==> config.mk <==
export PLATFORM = sky130hd
export DESIGN_NAME = lsync_mag_sq_win
export DESIGN_NICKNAME = d
export VERILOG_FILES = /design/src/rtl/lsync_mag_sq_win.sv
export SDC_FILE = /design/constraint.sdc
export NUM_CORES = 1
export LEC_CHECK = 0
export CAP_MARGIN = 20
export CORE_ASPECT_RATIO = 0.5
export CORE_UTILIZATION = 35
export CTS_CLUSTER_DIAMETER = 50
export DETAILED_ROUTE_END_ITERATION = 8
export PLACE_DENSITY = 0.51
export SYNTH_ARGS = -nofsm -noshare
export SYNTH_HDL_FRONTEND = slang
export SYNTH_SLANG_ARGS = --single-unit
==> constraint.sdc <==
create_clock -name CLK -period 4.4 [get_ports CLK]
set_input_delay 0.66 -clock CLK [delete_from_list [all_inputs] [get_ports CLK]]
set_output_delay 0.66 -clock CLK [all_outputs]
set_load 0.02 [all_outputs]
==> src/rtl/lsync_mag_sq_win.sv <==
`default_nettype none
// ============================================================================
//  Module      : lsync_mag_sq_win
//  Description : Long-sync magnitude-squared stage with moving-window energy.
//                Two-stage |x|^2 = I^2 + Q^2 pipeline followed by a running
//                sum over the last WIN_LEN magnitudes held in a circular
//                buffer. Optional peak tracker enabled by MAG_SQ_PEAK_EN.
//  Revision    : 1.0 - initial release
// ============================================================================
module lsync_mag_sq_win #(
    parameter  int IN_W    = 7,
    parameter  int WIN_LEN = 16,
    localparam int MAG_W   = 2 * IN_W,
    localparam int SUM_W   = MAG_W + $clog2(WIN_LEN)
) (
    input  logic                    CLK,
    input  logic                    a_RST_n,
    input  logic                    clear,
    input  logic signed [IN_W-1:0]  I_in,
    input  logic signed [IN_W-1:0]  Q_in,
    input  logic                    in_valid,
    output logic [MAG_W-1:0]        mag_out,
    output logic                    mag_valid,
    output logic [SUM_W-1:0]        win_sum,
    output logic                    win_valid,
    output logic                    win_full
`ifdef MAG_SQ_PEAK_EN
    ,
    output logic [SUM_W-1:0]        peak_sum,
    output logic [15:0]             peak_idx
`endif
);

    // ------------------------------------------------------------------
    // Local sizing
    // ------------------------------------------------------------------
    localparam int PTR_W  = $clog2(WIN_LEN);
    localparam int FILL_W = $clog2(WIN_LEN + 1);
    localparam int SQ_W   = MAG_W - 1;

    localparam logic [PTR_W-1:0]  LAST_PTR = PTR_W'(WIN_LEN - 1);
    localparam logic [FILL_W-1:0] FILL_MAX = FILL_W'(WIN_LEN);
    localparam logic [FILL_W-1:0] FILL_PRE = FILL_W'(WIN_LEN - 1);

    // ------------------------------------------------------------------
    // Stage 1 : squares
    // ------------------------------------------------------------------
    logic signed [SQ_W-1:0] i_ext;
    logic signed [SQ_W-1:0] q_ext;
    logic [SQ_W-1:0]        sq_i_d, sq_i_q;
    logic [SQ_W-1:0]        sq_q_d, sq_q_q;
    logic                   v1_d, v1_q;

    // ------------------------------------------------------------------
    // Stage 2 : magnitude
    // ------------------------------------------------------------------
    logic [MAG_W-1:0]       mag_d, mag_q;
    logic                   mag_valid_d, mag_valid_q;

    // ------------------------------------------------------------------
    // Window stage
    // ------------------------------------------------------------------
    logic [MAG_W-1:0]       win_buf [0:WIN_LEN-1];
    logic [MAG_W-1:0]       old_mag;
    logic [SUM_W-1:0]       win_sum_d, win_sum_q;
    logic                   win_valid_d, win_valid_q;
    logic                   win_full_d, win_full_q;
    logic [PTR_W-1:0]       wr_ptr_d, wr_ptr_q;
    logic [FILL_W-1:0]      fill_d, fill_q;
    logic                   win_step;

`ifdef MAG_SQ_PEAK_EN
    logic [SUM_W-1:0]       peak_sum_d, peak_sum_q;
    logic [15:0]            peak_idx_d, peak_idx_q;
    logic [15:0]            sample_cnt_d, sample_cnt_q;
`endif

    // Squares: the low SQ_W bits of the signed product are the exact
    // unsigned square, since the largest square (2^(IN_W-1))^2 < 2^SQ_W.
    always_comb begin
        i_ext  = SQ_W'(I_in);
        q_ext  = SQ_W'(Q_in);
        sq_i_d = sq_i_q;
        sq_q_d = sq_q_q;
        v1_d   = in_valid & ~clear;
        if (in_valid && !clear) begin
            sq_i_d = $unsigned(i_ext * i_ext);
            sq_q_d = $unsigned(q_ext * q_ext);
        end
    end

    // Magnitude sum: output holds its last value between strobes.
    always_comb begin
        mag_d       = mag_q;
        mag_valid_d = v1_q & ~clear;
        if (v1_q && !clear) begin
            mag_d = {1'b0, sq_i_q} + {1'b0, sq_q_q};
        end
    end

    // Oldest sample only contributes once the buffer is known to be full,
    // so stale contents left behind by a reset/clear are never read.
    assign old_mag  = win_full_q ? win_buf[wr_ptr_q] : '0;
    assign win_step = mag_valid_q & ~clear;

    // Window update: add newest magnitude, retire the oldest one.
    always_comb begin
        win_sum_d   = win_sum_q;
        wr_ptr_d    = wr_ptr_q;
        fill_d      = fill_q;
        win_full_d  = win_full_q;
        win_valid_d = 1'b0;
        if (clear) begin
            win_sum_d  = '0;
            wr_ptr_d   = '0;
            fill_d     = '0;
            win_full_d = 1'b0;
        end else if (mag_valid_q) begin
            win_sum_d   = win_sum_q + SUM_W'(mag_q) - SUM_W'(old_mag);
            wr_ptr_d    = (wr_ptr_q == LAST_PTR) ? '0 : wr_ptr_q + 1'b1;
            fill_d      = (fill_q == FILL_MAX) ? fill_q : fill_q + 1'b1;
            win_full_d  = win_full_q | (fill_q == FILL_PRE);
            win_valid_d = 1'b1;
        end
    end

`ifdef MAG_SQ_PEAK_EN
    // Peak tracker: sample_cnt counts samples reaching the window, which is
    // the 1-based index of the sample that closes the current window.
    // Strict compare keeps the earlier peak on ties.
    always_comb begin
        peak_sum_d   = peak_sum_q;
        peak_idx_d   = peak_idx_q;
        sample_cnt_d = sample_cnt_q;
        if (clear) begin
            peak_sum_d   = '0;
            peak_idx_d   = '0;
            sample_cnt_d = '0;
        end else if (mag_valid_q) begin
            sample_cnt_d = sample_cnt_q + 16'd1;
            if (win_full_d && (win_sum_d > peak_sum_q)) begin
                peak_sum_d = win_sum_d;
                peak_idx_d = sample_cnt_d;
            end
        end
    end
`endif

    // Pipeline, window and control state registers.
    always_ff @(posedge CLK or negedge a_RST_n) begin
        if (!a_RST_n) begin
            sq_i_q       <= '0;
            sq_q_q       <= '0;
            v1_q         <= 1'b0;
            mag_q        <= '0;
            mag_valid_q  <= 1'b0;
            win_sum_q    <= '0;
            win_valid_q  <= 1'b0;
            win_full_q   <= 1'b0;
            wr_ptr_q     <= '0;
            fill_q       <= '0;
`ifdef MAG_SQ_PEAK_EN
            peak_sum_q   <= '0;
            peak_idx_q   <= '0;
            sample_cnt_q <= '0;
`endif
        end else begin
            sq_i_q       <= sq_i_d;
            sq_q_q       <= sq_q_d;
            v1_q         <= v1_d;
            mag_q        <= mag_d;
            mag_valid_q  <= mag_valid_d;
            win_sum_q    <= win_sum_d;
            win_valid_q  <= win_valid_d;
            win_full_q   <= win_full_d;
            wr_ptr_q     <= wr_ptr_d;
            fill_q       <= fill_d;
`ifdef MAG_SQ_PEAK_EN
            peak_sum_q   <= peak_sum_d;
            peak_idx_q   <= peak_idx_d;
            sample_cnt_q <= sample_cnt_d;
`endif
        end
    end

    // Circular buffer storage; contents are don't-care until written.
    always_ff @(posedge CLK) begin
        if (win_step) begin
            win_buf[wr_ptr_q] <= mag_q;
        end
    end

    assign mag_out   = mag_q;
    assign mag_valid = mag_valid_q;
    assign win_sum   = win_sum_q;
    assign win_valid = win_valid_q;
    assign win_full  = win_full_q;
`ifdef MAG_SQ_PEAK_EN
    assign peak_sum  = peak_sum_q;
    assign peak_idx  = peak_idx_q;
`endif

endmodule
`default_nettype wire

==> results.toml <==
[sta]
finalHoldViolCount = 0
worstMarginPinSlew_ns = 0.952
maxSlewHeadroom = 0.365
setup_ws_ns = -0.0629
period_needed_ns = 4.46
rsz0062_at_grt = "yes"
max_freq_ghz = 0.224
setup_viol = 1
clock_skew_ns = 0.0135
fin_tns_setup_ns = -0.0629
fin_crit_sh = 1.01
finalMaxSlewViolations = 0

[clock_tree]
clock-sinks = 293
clkTransAtPathRegs_ns = 0.06
cts-root-buf = "clkbuf_16"
cts_tree = "yes"
clk_path_buf_depth = 3
postCtsHoldBufs = 0
cts_buffers = 31
clkLatencyLatePin_ns = 0.59
htree_num_levels = 1

[global_route]
grt_pass1_vias = 10700
antenna_found_initial = 0
grt_pass1_wl_um = 59200
grtUsageTotal = 0.162
overflow = 0
grt_max_degree = 70

[finish]
nNetsFinal = 1632
diodes = 0
areaGrowthSynthToFinish_pct = 24.4
drive_above_1_share = 0.246

[flow_run]
cap_violations = 0

[route]
drc_errors = 0
vias = 10200
drt_iter0_drc = 706
drt_pass1_iterations = 5
wire_per_inst_um = 17.9
wirelength_um = 37200
viasPerCell = 4.91
antenna_left = 0

[floorplan]
ios = 53
die_h_um = 154
floorplan.die.width_um = 306
coreArea_um2 = 45400
rows = 55
die_area_um2 = 47200
initial_utilization = 0.357

[yosys]
synth_cells = 1215
ys_seq_area_frac = 0.522
syn_area_um2 = 16200
synth-seq-cells = 293
synthSimpleGateAreaFrac = 0.0762
syn_area_per_cell_um2 = 13.3
synth_top_area_cell = "edfxtp_1"
synthTopCellsByArea = "edfxtp_1 42%, dfrtp_1 11%, mux4_2 9.7%"
synth_top_area_share = 0.415
synthXorXnorAreaFrac = 0.0254
ys_async_sr_fraction = 0.235
synth_top_family_by_area = "adder cells"
yosys_warnings = 0
syn_nets = 1390
synth-edff-count = 224
synthAdderAreaFrac = 0.155
synth_compound_area_frac = 0.0610
ys_types = 58
synth_mux_area_frac = 0.105
synthFlopType = "edfxtp_1"

[placement]
hpwl_um = 26900
io_buffers = 52
gp_congestion = 0.843

[power_and_ir_drop]
power.total_mw = 11.4
cellLeakagePower_nw = 8.28
ir_drop_v = 0.000368
power_density_nw_per_um2 = 564

[setup_path]
path_max_fanout = 7
reg2regPathDepth = 15
crit_path_end_kind = "flip-flop"
critPathKind = "reg2reg"
arrival_ns = 4.93
startpoint_type = "flip-flop"
crit_required_ns = 4.86

[run_status]
run_status = "finished with violations"
violations = "setup timing"

[min_path]
hold_path.class = "in2async"
==> power breakdown <==
part	switching, mW	leakage, nW	internal (mW)
sequential	0.162	2.93	3.41
clock	1.10	0.496	1.50
combinational	2.70	4.84	2.50
total	3.96	8.28	7.40
==> critical path: stages (launching register included) <==
cell	delay [ns]
dfrtp_4	0.56
buf_12	0.17
buf_4	0.13
mux4_2	0.43
mux4_2	0.55
and2_4	0.18
fa_1	0.47
inv_1	0.07
ha_4	0.27
o211ai_1	0.13
o211ai_1	0.32
a31oi_2	0.17
buf_4	0.16
a211o_1	0.25
o211ai_1	0.12
mux2_1	0.35
==> synth_stat cells, types with 14 or more instances <==
cell / number
o21ai_0: 40
ha_1: 84
edfxtp_1: 224
nor2_1: 55
dfrtp_1: 69
and2_1: 31
inv_1: 187
nand3_1: 19
nand2b_1: 18
xnor2_1: 36
fa_1: 73
mux4_2: 70
a21o_1: 14
clkbuf_1: 30
a21oi_1: 30
nand2_1: 91
==> final timing paths <==
| path | startpoint | to | slack, ns |
|---|---|---|---|
| max | wr_ptr_q[0] | win_sum[17] | -0.06 |
| min | a_RST_n | win_sum[10] | 0.22 |
| max reg2reg | wr_ptr_q[0] | win_sum[17] | -0.06 |
| min reg2reg | sq_q_q[2] | sq_q_q[2] | 0.47 |
| max in group asynchronous | a_RST_n | wr_ptr_q[0] | 3.47 |
| min in group CLK | sq_q_q[2] | sq_q_q[2] | 0.47 |
==> final cells by class <==
| class | instances | area (um^2) |
|---|---|---|
| clock inverters | 19 | 196 |
| multi-input cells | 695 | 7080 |
| repair buffers | 249 | 2140 |
| fillers | 4137 | 25300 |
| flip-flops and latches | 293 | 8460 |
| well taps | 598 | 748 |
| inverters | 187 | 702 |
| clock buffers | 39 | 816 |
==> cells in the final DEF (no fill, tap or decap), drive strengths merged, types with 36 or more instances in the layout <==
master,instances
edfxtp,224
buf,198
inv,189
nand2,91
ha,84
fa,73
mux4,70
dfrtp,69
nor2,55
o21ai,43
clkdlybuf4s50,42
clkbuf,39
xnor2,36
==> routing by layer <==
metal / share of wire / GRT usage
met5: 0 / 0
met4: 0.021 / 0.0331
met3: 0.035 / 0.0215
met2: 0.50 / 0.280
met1: 0.45 / 0.218
==> stage by stage <==
stage | util | instances | setup slack [ns] | hold slack [ns] | area (um^2)
2_1_floorplan | - | 1215 | 0.0157 | 0.364 | 16200
6_report | 0.444 | 2080 | -0.0629 | 0.219 | 20100
3_3_place_gp | 0.412 | 2005 | -0.568 | 0.464 | 18700
3_5_place_dp | 0.412 | 2005 | -0.578 | 0.469 | 18700
4_1_cts | 0.438 | 2072 | -0.139 | 0.244 | 19900
5_1_grt | 0.444 | 2080 | -0.245 | 0.293 | 20100
==> repair_timing <==
action / CTS / global route
gates resized for setup: 23 / 42
setup buffers: 8 / 8
pin swaps: 17 / 16
setup endpoints to repair: 9 / 14
gates cloned: 1 / 0
==> sequential cells by signal, summed over array words and instances (netlist names), 4 cells and up <==
signal,cells
win_buf,224
win_sum,18
mag_out,14
sq_i_q,12
sq_q_q,12
fill_q,5
wr_ptr_q,4
==> logic make-up after synthesis <==
logic type | count (synthesis)
flip-flops | 293
adder cells (fa/ha/maj) | 157
XOR/XNOR | 47
AND/OR/NAND/NOR | 259
AO/OA/AOI/OAI | 150
buffers and inverters | 227
multiplexers | 82
No activity file was read; power rests on OpenSTA's default activity.
